===== config.mk =====
export PLATFORM = sky130hd
export DESIGN_NAME = wb_copy_master
export DESIGN_NICKNAME = d
export VERILOG_FILES = /design/src/rtl/wb_copy_master.sv
export SDC_FILE = /design/constraint.sdc
export NUM_CORES = 1
export LEC_CHECK = 0
export ABC_AREA = 0
export BUFFER_PORTS_ARGS = -buffer_cell sky130_fd_sc_hd__buf_2
export CAP_MARGIN = 20
export CORE_ASPECT_RATIO = 0.9
export CORE_MARGIN = 10
export CORE_UTILIZATION = 55
export DETAILED_ROUTE_END_ITERATION = 8
export GPL_TIMING_DRIVEN = 0
export HOLD_SLACK_MARGIN = 0.06
export PLACE_DENSITY = 0.78
export SYNTH_ARGS = -nofsm -noshare
export SYNTH_HDL_FRONTEND = slang
export SYNTH_SLANG_ARGS = --single-unit

===== constraint.sdc =====
create_clock -name wb_clk_i -period 3.1 [get_ports wb_clk_i]
set_clock_uncertainty 0.15 [all_clocks]
set_input_delay 0.31 -clock wb_clk_i [delete_from_list [all_inputs] [get_ports wb_clk_i]]
set_output_delay 0.31 -clock wb_clk_i [all_outputs]
set_load 0.005 [all_outputs]

===== src/rtl/wb_copy_master.sv =====
// Wishbone Classic initiator that copies a block of words between bus addresses or fills a
// region with a constant, one single-beat cycle at a time.
module wb_copy_master #(
  parameter int unsigned WB_ADDR_WIDTH  = 24,
  parameter int unsigned WB_DATA_WIDTH  = 16,
  parameter int unsigned LEN_WIDTH      = 16,
  parameter int unsigned TIMEOUT_CYCLES = 1024
) (
  input  logic                       wb_clk_i,
  input  logic                       wb_rst_i,
  input  logic                       start_i,
  input  logic                       fill_i,
  input  logic [WB_ADDR_WIDTH-1:0]   src_adr_i,
  input  logic [WB_ADDR_WIDTH-1:0]   dst_adr_i,
  input  logic [LEN_WIDTH-1:0]       len_i,
  input  logic [WB_DATA_WIDTH-1:0]   fill_dat_i,
  input  logic                       abort_i,
  output logic                       busy_o,
  output logic                       done_o,
  output logic                       err_o,
  output logic [LEN_WIDTH-1:0]       count_o,
  output logic                       wbm_cyc_o,
  output logic                       wbm_stb_o,
  output logic                       wbm_we_o,
  output logic [WB_ADDR_WIDTH-1:0]   wbm_adr_o,
  output logic [WB_DATA_WIDTH-1:0]   wbm_dat_o,
  output logic [WB_DATA_WIDTH/8-1:0] wbm_sel_o,
  input  logic [WB_DATA_WIDTH-1:0]   wbm_dat_i,
  input  logic                       wbm_ack_i
);

  localparam int unsigned TmoWidth = $clog2(TIMEOUT_CYCLES + 1);
  localparam logic [TmoWidth-1:0] TmoLast = TmoWidth'(TIMEOUT_CYCLES - 1);

  typedef enum logic [2:0] {StIdle, StRd, StWr, StGap, StFin} state_e;

  state_e                   state_q, state_d;
  logic                     fill_q, fill_d;
  logic [WB_ADDR_WIDTH-1:0] src_q, src_d;
  logic [WB_ADDR_WIDTH-1:0] dst_q, dst_d;
  logic [LEN_WIDTH-1:0]     len_q, len_d;
  logic [WB_DATA_WIDTH-1:0] fill_dat_q, fill_dat_d;
  logic [WB_DATA_WIDTH-1:0] data_q, data_d;
  logic [LEN_WIDTH-1:0]     count_q, count_d;
  logic                     err_q, err_d;
  logic                     abort_q, abort_d;
  logic                     gap_wr_q, gap_wr_d;
  logic [TmoWidth-1:0]      tmo_q, tmo_d;

  logic                     busy, done, cyc, we;
  logic [WB_ADDR_WIDTH-1:0] adr;
  logic [WB_DATA_WIDTH-1:0] dat;
  logic [LEN_WIDTH-1:0]     count_inc;

  assign count_inc = count_q + LEN_WIDTH'(1);

  always_comb begin
    state_d    = state_q;
    fill_d     = fill_q;
    src_d      = src_q;
    dst_d      = dst_q;
    len_d      = len_q;
    fill_dat_d = fill_dat_q;
    data_d     = data_q;
    count_d    = count_q;
    err_d      = err_q;
    abort_d    = abort_q;
    gap_wr_d   = gap_wr_q;
    tmo_d      = '0;
    busy       = 1'b1;
    done       = 1'b0;
    cyc        = 1'b0;
    we         = 1'b0;
    adr        = '0;
    dat        = '0;

    unique case (state_q)
      StIdle: begin
        busy = 1'b0;
        if (start_i) begin
          fill_d     = fill_i;
          src_d      = src_adr_i;
          dst_d      = dst_adr_i;
          len_d      = len_i;
          fill_dat_d = fill_dat_i;
          err_d      = 1'b0;
          count_d    = '0;
          abort_d    = 1'b0;
          gap_wr_d   = fill_i;
          // An empty request still spends one busy cycle in GAP before FIN.
          if (len_i == '0) begin
            state_d = StGap;
          end else if (fill_i) begin
            state_d = StWr;
          end else begin
            state_d = StRd;
          end
        end
      end
      StRd: begin
        abort_d = abort_q | abort_i;
        cyc     = 1'b1;
        adr     = src_q;
        if (wbm_ack_i) begin
          data_d   = wbm_dat_i;
          src_d    = src_q + WB_ADDR_WIDTH'(1);
          gap_wr_d = 1'b1;
          state_d  = StGap;
        end else if (tmo_q == TmoLast) begin
          err_d   = 1'b1;
          state_d = StFin;
        end else begin
          tmo_d = tmo_q + TmoWidth'(1);
        end
      end
      StWr: begin
        abort_d = abort_q | abort_i;
        cyc     = 1'b1;
        we      = 1'b1;
        adr     = dst_q;
        dat     = fill_q ? fill_dat_q : data_q;
        if (wbm_ack_i) begin
          dst_d    = dst_q + WB_ADDR_WIDTH'(1);
          count_d  = count_inc;
          gap_wr_d = fill_q;
          if ((count_inc == len_q) || abort_q || abort_i) begin
            state_d = StFin;
          end else begin
            state_d = StGap;
          end
        end else if (tmo_q == TmoLast) begin
          err_d   = 1'b1;
          state_d = StFin;
        end else begin
          tmo_d = tmo_q + TmoWidth'(1);
        end
      end
      StGap: begin
        abort_d = abort_q | abort_i;
        if (count_q == len_q) begin
          state_d = StFin;
        end else if (gap_wr_q) begin
          state_d = StWr;
        end else begin
          state_d = StRd;
        end
      end
      StFin: begin
        busy    = 1'b0;
        done    = 1'b1;
        state_d = StIdle;
      end
      default: state_d = StIdle;
    endcase
  end

  always_ff @(posedge wb_clk_i) begin
    if (wb_rst_i) begin
      state_q    <= StIdle;
      fill_q     <= 1'b0;
      src_q      <= '0;
      dst_q      <= '0;
      len_q      <= '0;
      fill_dat_q <= '0;
      data_q     <= '0;
      count_q    <= '0;
      err_q      <= 1'b0;
      abort_q    <= 1'b0;
      gap_wr_q   <= 1'b0;
      tmo_q      <= '0;
    end else begin
      state_q    <= state_d;
      fill_q     <= fill_d;
      src_q      <= src_d;
      dst_q      <= dst_d;
      len_q      <= len_d;
      fill_dat_q <= fill_dat_d;
      data_q     <= data_d;
      count_q    <= count_d;
      err_q      <= err_d;
      abort_q    <= abort_d;
      gap_wr_q   <= gap_wr_d;
      tmo_q      <= tmo_d;
    end
  end

  assign busy_o    = busy;
  assign done_o    = done;
  assign err_o     = err_q;
  assign count_o   = count_q;
  assign wbm_cyc_o = cyc;
  assign wbm_stb_o = cyc;
  assign wbm_we_o  = we;
  assign wbm_adr_o = adr;
  assign wbm_dat_o = dat;
  assign wbm_sel_o = '1;

endmodule


==> qor.yml, run 1 <==
synthesis:
  synth_top_area_share_pct: 35.5
  synth_seq_area_share_pct: 35.5
  synthTopCellsByArea: "dfxtp_1 (36%), nand2_1 (8.7%), a21oi_1 (7.6%)"
  synth_xor_area_share_pct: 5.48
  synthMuxAreaShare_pct: 2.89
  yosys-top-cells-count: "nand2_1 (170), dfxtp_1 (130), a21oi_1 (111)"
  yosys.area_share.simple_pct: 27.8
  synthAdderAreaFrac_pct: 0.683
  synth_top_area_cell: "dfxtp_1"
  async_flop_share_pct: 0
  ys_ff_latch: 130
  synth.distinct_cells: 69
  synth-edff-count: 0
  synth_top_family_by_area: "simple AND/OR/NAND/NOR gates"
  synth_area_um2: 7330
  synth.most_common_cell: "nand2_1"
  yosys_most_used_dff: "dfxtp_1"
  ys_warn_count: 0
  synth_compound_area_share_pct: 22.2
  synth.avg_cell_area_um2: 7.47
  synthCells: 981
sta:
  setup-violations-final: 0
  fin_ws_ns: 0.199
  fmax_mhz: 345
  slew_headroom_pct: 37.4
  final.period_utilization_pct: 93.6
  finalCriticalPeriod_ns: 2.90
  drv_slew: 0
  tightest_slew_ns: 0.932
  finalHoldViolations: 0
  rsz0062_at_grt: "false"
  tns_ns: 0
  holdWs_ns: 0.0749
die:
  row_count: 39
  die_y_um: 130
  die_width_um: 142
  fp.dieArea_um2: 18300
  io_pins: 166
  coreArea_um2: 12900
  start_util_pct: 56.9
power:
  p_leak_nw: 3.81
  ir_drop_uv: 467
  power_density_nw_per_um2: 548
  total_power_mw: 5.23
route:
  drtIter0Drc: 1091
  wl_um: 26300
  vias: 8501
  viasPerCell: 6.06
  wire_per_inst_um: 18.8
  drc: 0
  dr.pass1.iters: 8
  ant_nets: 0
layout:
  insertedDiodeCount: 0
  area_growth_pct: 30.2
  multi_input_area_um2: 4340
  drive_above_1_share_pct: 18.8
  num-fill-cells: 1042
  fin_nets: 1332
  register_area_um2: 2600
  stdcell_count: 1403
worst_setup_path:
  worstPathRequired_ns: 2.64
  timing.rr.start: "state_q[2]"
  critPathCaptureType: "primary output"
  rrSetupSlack_ns: 0.31
  crit_path_end: "wbm_adr_o[4]"
  crit_type: "reg -> out"
  r2r_cells: 9
  crit_start: "state_q[2]"
  regToRegEndpoint: "dst_q[21]"
  crit_arrival_ns: 2.44
  cp_max_fo: 10
  start_kind: "flop"
place:
  post-place-ws_ns: 0.334
  io_buffers: 162
  dp_hpwl_um: 18500
  dp_cells: 1308
  gp_congestion: 0.956
clocking:
  tritoncts: "done"
  cts-root-buf: "clkbuf_16"
  htreeDepth: 4
  clk_pin_slew_ns: 0.06
  cts_sinks: 130
  clockBufferDepth: 2
  clock_latency_ns: 0.43
  numCtsBuffers: 17
hold_path:
  hold_path_class: "in -> reg"
grt:
  grt_max_degree: 17
  grt_util_all_layers_pct: 27.6
  grt_pass1_vias: 7882
  antenna_found_initial: 0
  gr-total-overflow: 0
  grt_pass1_wl_um: 41000
flow_run:
  cap_violations: 0
status:
  status: "finished, final reports clean"
-- worst max-delay path, cell delays in order (launching register included) --
cell	delay (ns)
dfxtp_1	0.43
and2b_2	0.29
nand2b_1	0.07
clkbuf_1	0.26
clkbuf_1	0.52
o22ai_1	0.25
buf_2	0.19
-- layout make-up --
cell class              instances  share of cell area (%)
multi-input cells             762                    45.5
flip-flops and latches        130                    27.3
repair buffers                227                    15.3
clock buffers                  20                    4.79
plain buffers                  77                    3.69
well taps                     164                    2.15
clock inverters                12                   0.892
inverters                      11                   0.433
-- report_power, final --
| group | switching (mW) | internal (mW) |
|---|---|---|
| logic | 0.817 | 0.534 |
| registers | 0.180 | 1.84 |
| clock network | 0.801 | 1.06 |
-- how the worst min path moves through the flow --
stage	start	to	slack, ns	cells past startpoint
CTS	dst_adr_i[17]	dst_q[17]	0.07	4
global placement	tmo_q[10]	tmo_q[10]	0.29	2
finish	src_adr_i[6]	src_q[6]	0.07	3
global route	dst_adr_i[20]	dst_q[20]	0.08	4
floorplan	tmo_q[10]	tmo_q[10]	0.27	2
detailed placement	data_q[0]	data_q[0]	0.30	2
-- sequential cells by signal, summed over array words and instances (netlist names) --
signal and count:
data_q 16, tmo_q 11, abort_q 1, fill_q 1
dst_q 24, gap_wr_q 1, fill_dat_q 16, err_o 1
count_o 16, len_q 16, state_q 3, src_q 24
-- layout by cell type (no fill, tap or decap), drive strengths merged, types with 5 or more instances in the layout --
master       Yosys  layout
nand2b           7       7
dlygate4sd3      0      65
clkbuf          54      74
nor3b            5       5
and3             7       7
a22oi           12      12
and4             6       6
buf             25     185
xor2            21      21
clkinv           0       7
nand2          170     170
a21oi          111     111
a311oi           5       5
a31oi            5       5
a22o            21      21
nor3            21      21
xnor2           24      24
nor2           104     104
nand3           36      36
or3              6       6
nor4            14      14
nor2b            5       5
mux2i           20      20
nand4           22      22
o31ai           10      10
o21ai           43      43
dfxtp          130     130
inv             11      12
a21o             9       9
and2             8       8
a211oi          15      15
o22ai            6       6
-- through the flow --
step	cell area, µm²	utilization (%)
3_5_place_dp	8350	64.8
6_report	9540	74.1
5_1_grt	9540	74.1
2_1_floorplan	7330	-
3_3_place_gp	8350	64.8
4_1_cts	9540	74.1
-- routing by layer --
metal	part of all wire, %	GRT usage [%]
met5	0	0
met3	12	10.3
met1	40	34.3
met2	45	43.1
met4	2.7	10.0
-- repair_timing --
action                                  4_1_cts  5_1_grt
hold endpoints to repair                     65        0
buffers inserted                              0        0
gates cloned                                  0        0
resized for setup                             3        5
hold buffers                                 65        0
endpoints found under the setup margin       22       23
-- cells by family (layout without fill, tap and decap cells) --
family	Yosys count	count (layout)
adder cells (fa/ha/maj)	4	4
buffers and inverters	90	347
multiplexers	21	21
flip-flops	130	130
AND/OR/NAND/NOR	429	429
AO/OA/AOI/OAI	261	261
XOR/XNOR	45	45
other	1	2
(Power assumes the default switching activity.)
==> run 2: changes to the inputs <==
--- a/config.mk
+++ b/config.mk
@@ -8,7 +8,7 @@
 export ABC_AREA = 0
 export BUFFER_PORTS_ARGS = -buffer_cell sky130_fd_sc_hd__buf_2
 export CAP_MARGIN = 20
-export CORE_ASPECT_RATIO = 0.9
+export CORE_ASPECT_RATIO = 1.25
 export CORE_MARGIN = 10
 export CORE_UTILIZATION = 55
 export DETAILED_ROUTE_END_ITERATION = 8
==> run 2 against run 1 <==
Effect of this change:
- wire length up 1.5%
- maximum frequency shrank 3.7%
- total power is 6.9% higher
==> qor.yml, run 2 (synthesis results as in run 1) <==
status:
  status: "finished, final reports clean"  # unchanged
clocking:
  cts-root-buf: "clkbuf_16"  # unchanged
  cts_sinks: 130  # unchanged
  htreeDepth: 4  # unchanged
  tritoncts: "done"  # unchanged
  clockBufferDepth: 2  # unchanged
  postCtsSetupRepairBufs: 0  # unchanged
  clk_pin_slew_ns: 0.06  # about the same
  clock_latency_ns: 0.43  # about the same
  numCtsBuffers: 17  # unchanged
worst_setup_path:
  timing.rr.start: "state_q[2]"  # unchanged
  path_cells: "and2b_2 -> nand2b_1 -> clkbuf_1 -> clkbuf_1 -> o21ai_0 -> buf_2"  # was and2b_2 -> nand2b_1 -> clkbuf_1 -> clkbuf_1 -> o22ai_1 -> buf_2
  critPathCaptureType: "primary output"  # unchanged
  crit_type: "reg -> out"  # unchanged
  cpMostUsedCell: "clkbuf_1"  # unchanged
  cp_slowest_stage_delay_ns: 0.59  # was 0.52 ns
  rrSetupSlack_ns: 0.25  # was 0.31 ns
  critPathSlowestCell: "clkbuf_1"  # unchanged
  r2r_cells: 9  # unchanged
  regToRegEndpoint: "dst_q[21]"  # unchanged
  worstPathRequired_ns: 2.64  # about the same
  start_kind: "flop"  # unchanged
  cp_max_fo: 10  # unchanged
  crit_arrival_ns: 2.55  # was 2.44 ns
grt:
  grt_util_all_layers_pct: 28.6  # was 27.6%
  antenna_found_initial: 2  # was 0
  grt_pass1_wl_um: 41900  # was 41000 µm
  grt_pass1_vias: 8336  # was 7882
  grt_max_degree: 17  # unchanged
  gr-total-overflow: 0  # unchanged
layout:
  fin_nets: 1331  # was 1332
  drive_above_1_share_pct: 18.8  # about the same
  area_growth_pct: 31.7  # was 30.2%
  layout_common_cells: "buf_2 (172), nand2_1 (170), dfxtp_1 (130)"  # unchanged
  final_common_cell: "buf_2"  # unchanged
  reg_top3: "dst_q x24, src_q x24"  # unchanged
sta:
  finalHoldViolations: 0  # unchanged
  tns_ns: 0  # unchanged
  fmax_mhz: 332  # was 345 MHz
  drv_slew: 0  # unchanged
  rsz0062_at_grt: "false"  # unchanged
  tightest_slew_ns: 0.757  # was 0.932 ns
  setup-violations-final: 0  # unchanged
  slew_headroom_pct: 49.2  # was 37.4%
  finalCriticalPeriod_ns: 3.01  # was 2.90 ns
  final.period_utilization_pct: 97.2  # was 93.6%
  fin_ws_ns: 0.0865  # was 0.199 ns
power:
  p_leak_nw: 3.86  # was 3.81 nW
  ir_drop_uv: 465  # was 467 µV
  power_density_nw_per_um2: 580  # was 548 nW/µm²
  total_power_mw: 5.60  # was 5.23 mW
die:
  die_width_um: 123  # was 142 µm
  row_count: 47  # was 39
  start_util_pct: 55.6  # was 56.9%
  die_y_um: 149  # was 130 µm
  coreArea_um2: 13200  # was 12900 µm²
  io_pins: 166  # unchanged
  fp.dieArea_um2: 18400  # was 18300 µm²
route:
  vias: 8436  # was 8501
  drtIter0Drc: 800  # was 1091
  drc: 0  # unchanged
  viasPerCell: 5.98  # was 6.06
  dr.pass1.iters: 5  # was 8
  wl_um: 26700  # was 26300 µm
  ant_nets: 0  # unchanged
  wire_per_inst_um: 18.9  # was 18.8 µm
place:
  post-place-ws_ns: 0.379  # was 0.334 ns
  gp_congestion: 0.985  # was 0.956
  dp_hpwl_um: 18600  # was 18500 µm
  io_buffers: 162  # unchanged
flow_run:
  cap_violations: 0  # unchanged
hold_path:
  holdPathEnd: "src_q[15]"  # was src_q[6]
  worstHoldStart: "src_adr_i[15]"  # was src_adr_i[6]
  holdPathStages: 3  # unchanged
  hold_path_class: "in -> reg"  # unchanged
## run 2: report_power, final
| group | switching (mW) | internal (mW) | total, mW |
|---|---|---|---|
| clock | 0.778 | 1.45 | 2.23 |
| sequential | 0.177 | 1.84 | 2.02 |
| combinational | 0.819 | 0.534 | 1.35 |
| total | 1.77 | 3.82 | 5.60 |
## run 2: area by class of cell
cell class / count / area (µm²)
multi-input cells: 762 / 4340
clock buffers: 19 / 443
inverters: 11 / 41.3
clock inverters: 13 / 208
repair buffers: 226 / 1450
flip-flops and latches: 130 / 2600
fillers: 1063 / 3520
diodes: 2 / 5.00
plain buffers: 77 / 352
well taps: 171 / 214
## run 2: per-layer routing
| metal | vias up | GRT usage (%) | wire (µm) |
|---|---|---|---|
| met5 | - | 0 | 0 |
| met1 | 3856 | 32.2 | 10000 |
| met4 | 0 | 17.2 | 1480 |
| met3 | 110 | 6.82 | 2430 |
| met2 | 496 | 47.7 | 12800 |
| li1 | 3974 | - | - |
## run 2: critical path: cells and delay by family, from the launching register on
kind / cells / cell delay [ns]
AOI/OAI and AO/OA: 1 / 0.23
buffers and inverters: 3 / 1.12
DFF: 1 / 0.42
and+or+nand+nor: 2 / 0.35
## run 2: worst max-delay path by stage
stage / start / to / slack, ns / depth (start not counted)
final: state_q[2] / wbm_adr_o[3] / 0.09 / 6
after floorplan: count_o[0] / state_q[2] / 0.91 / 7
after global routing: state_q[2] / wbm_adr_o[3] / 0.04 / 6
after detailed placement: state_q[2] / dst_q[21] / 0.38 / 9
after global placement: state_q[2] / wbm_adr_o[19] / 0.36 / 6
after CTS: state_q[2] / wbm_adr_o[0] / 0.08 / 7
## run 2: timing repair
action	in CTS	in global routing
resized for setup	3	5
hold buffers	64	0
hold endpoints to repair	64	0
gates cloned	0	0
endpoints found under the setup margin	13	22
## run 2: metrics by stage
step	hold slack [ns]	area, µm²	instances	utilization [%]
global route	0.0817	9650	1411	73.3
global placement	0.283	8360	1315	63.4
finish	0.0618	9650	1411	73.3
floorplan	0.267	7330	982	-
CTS	0.0608	9650	1411	73.3
detailed placement	0.288	8360	1315	63.4
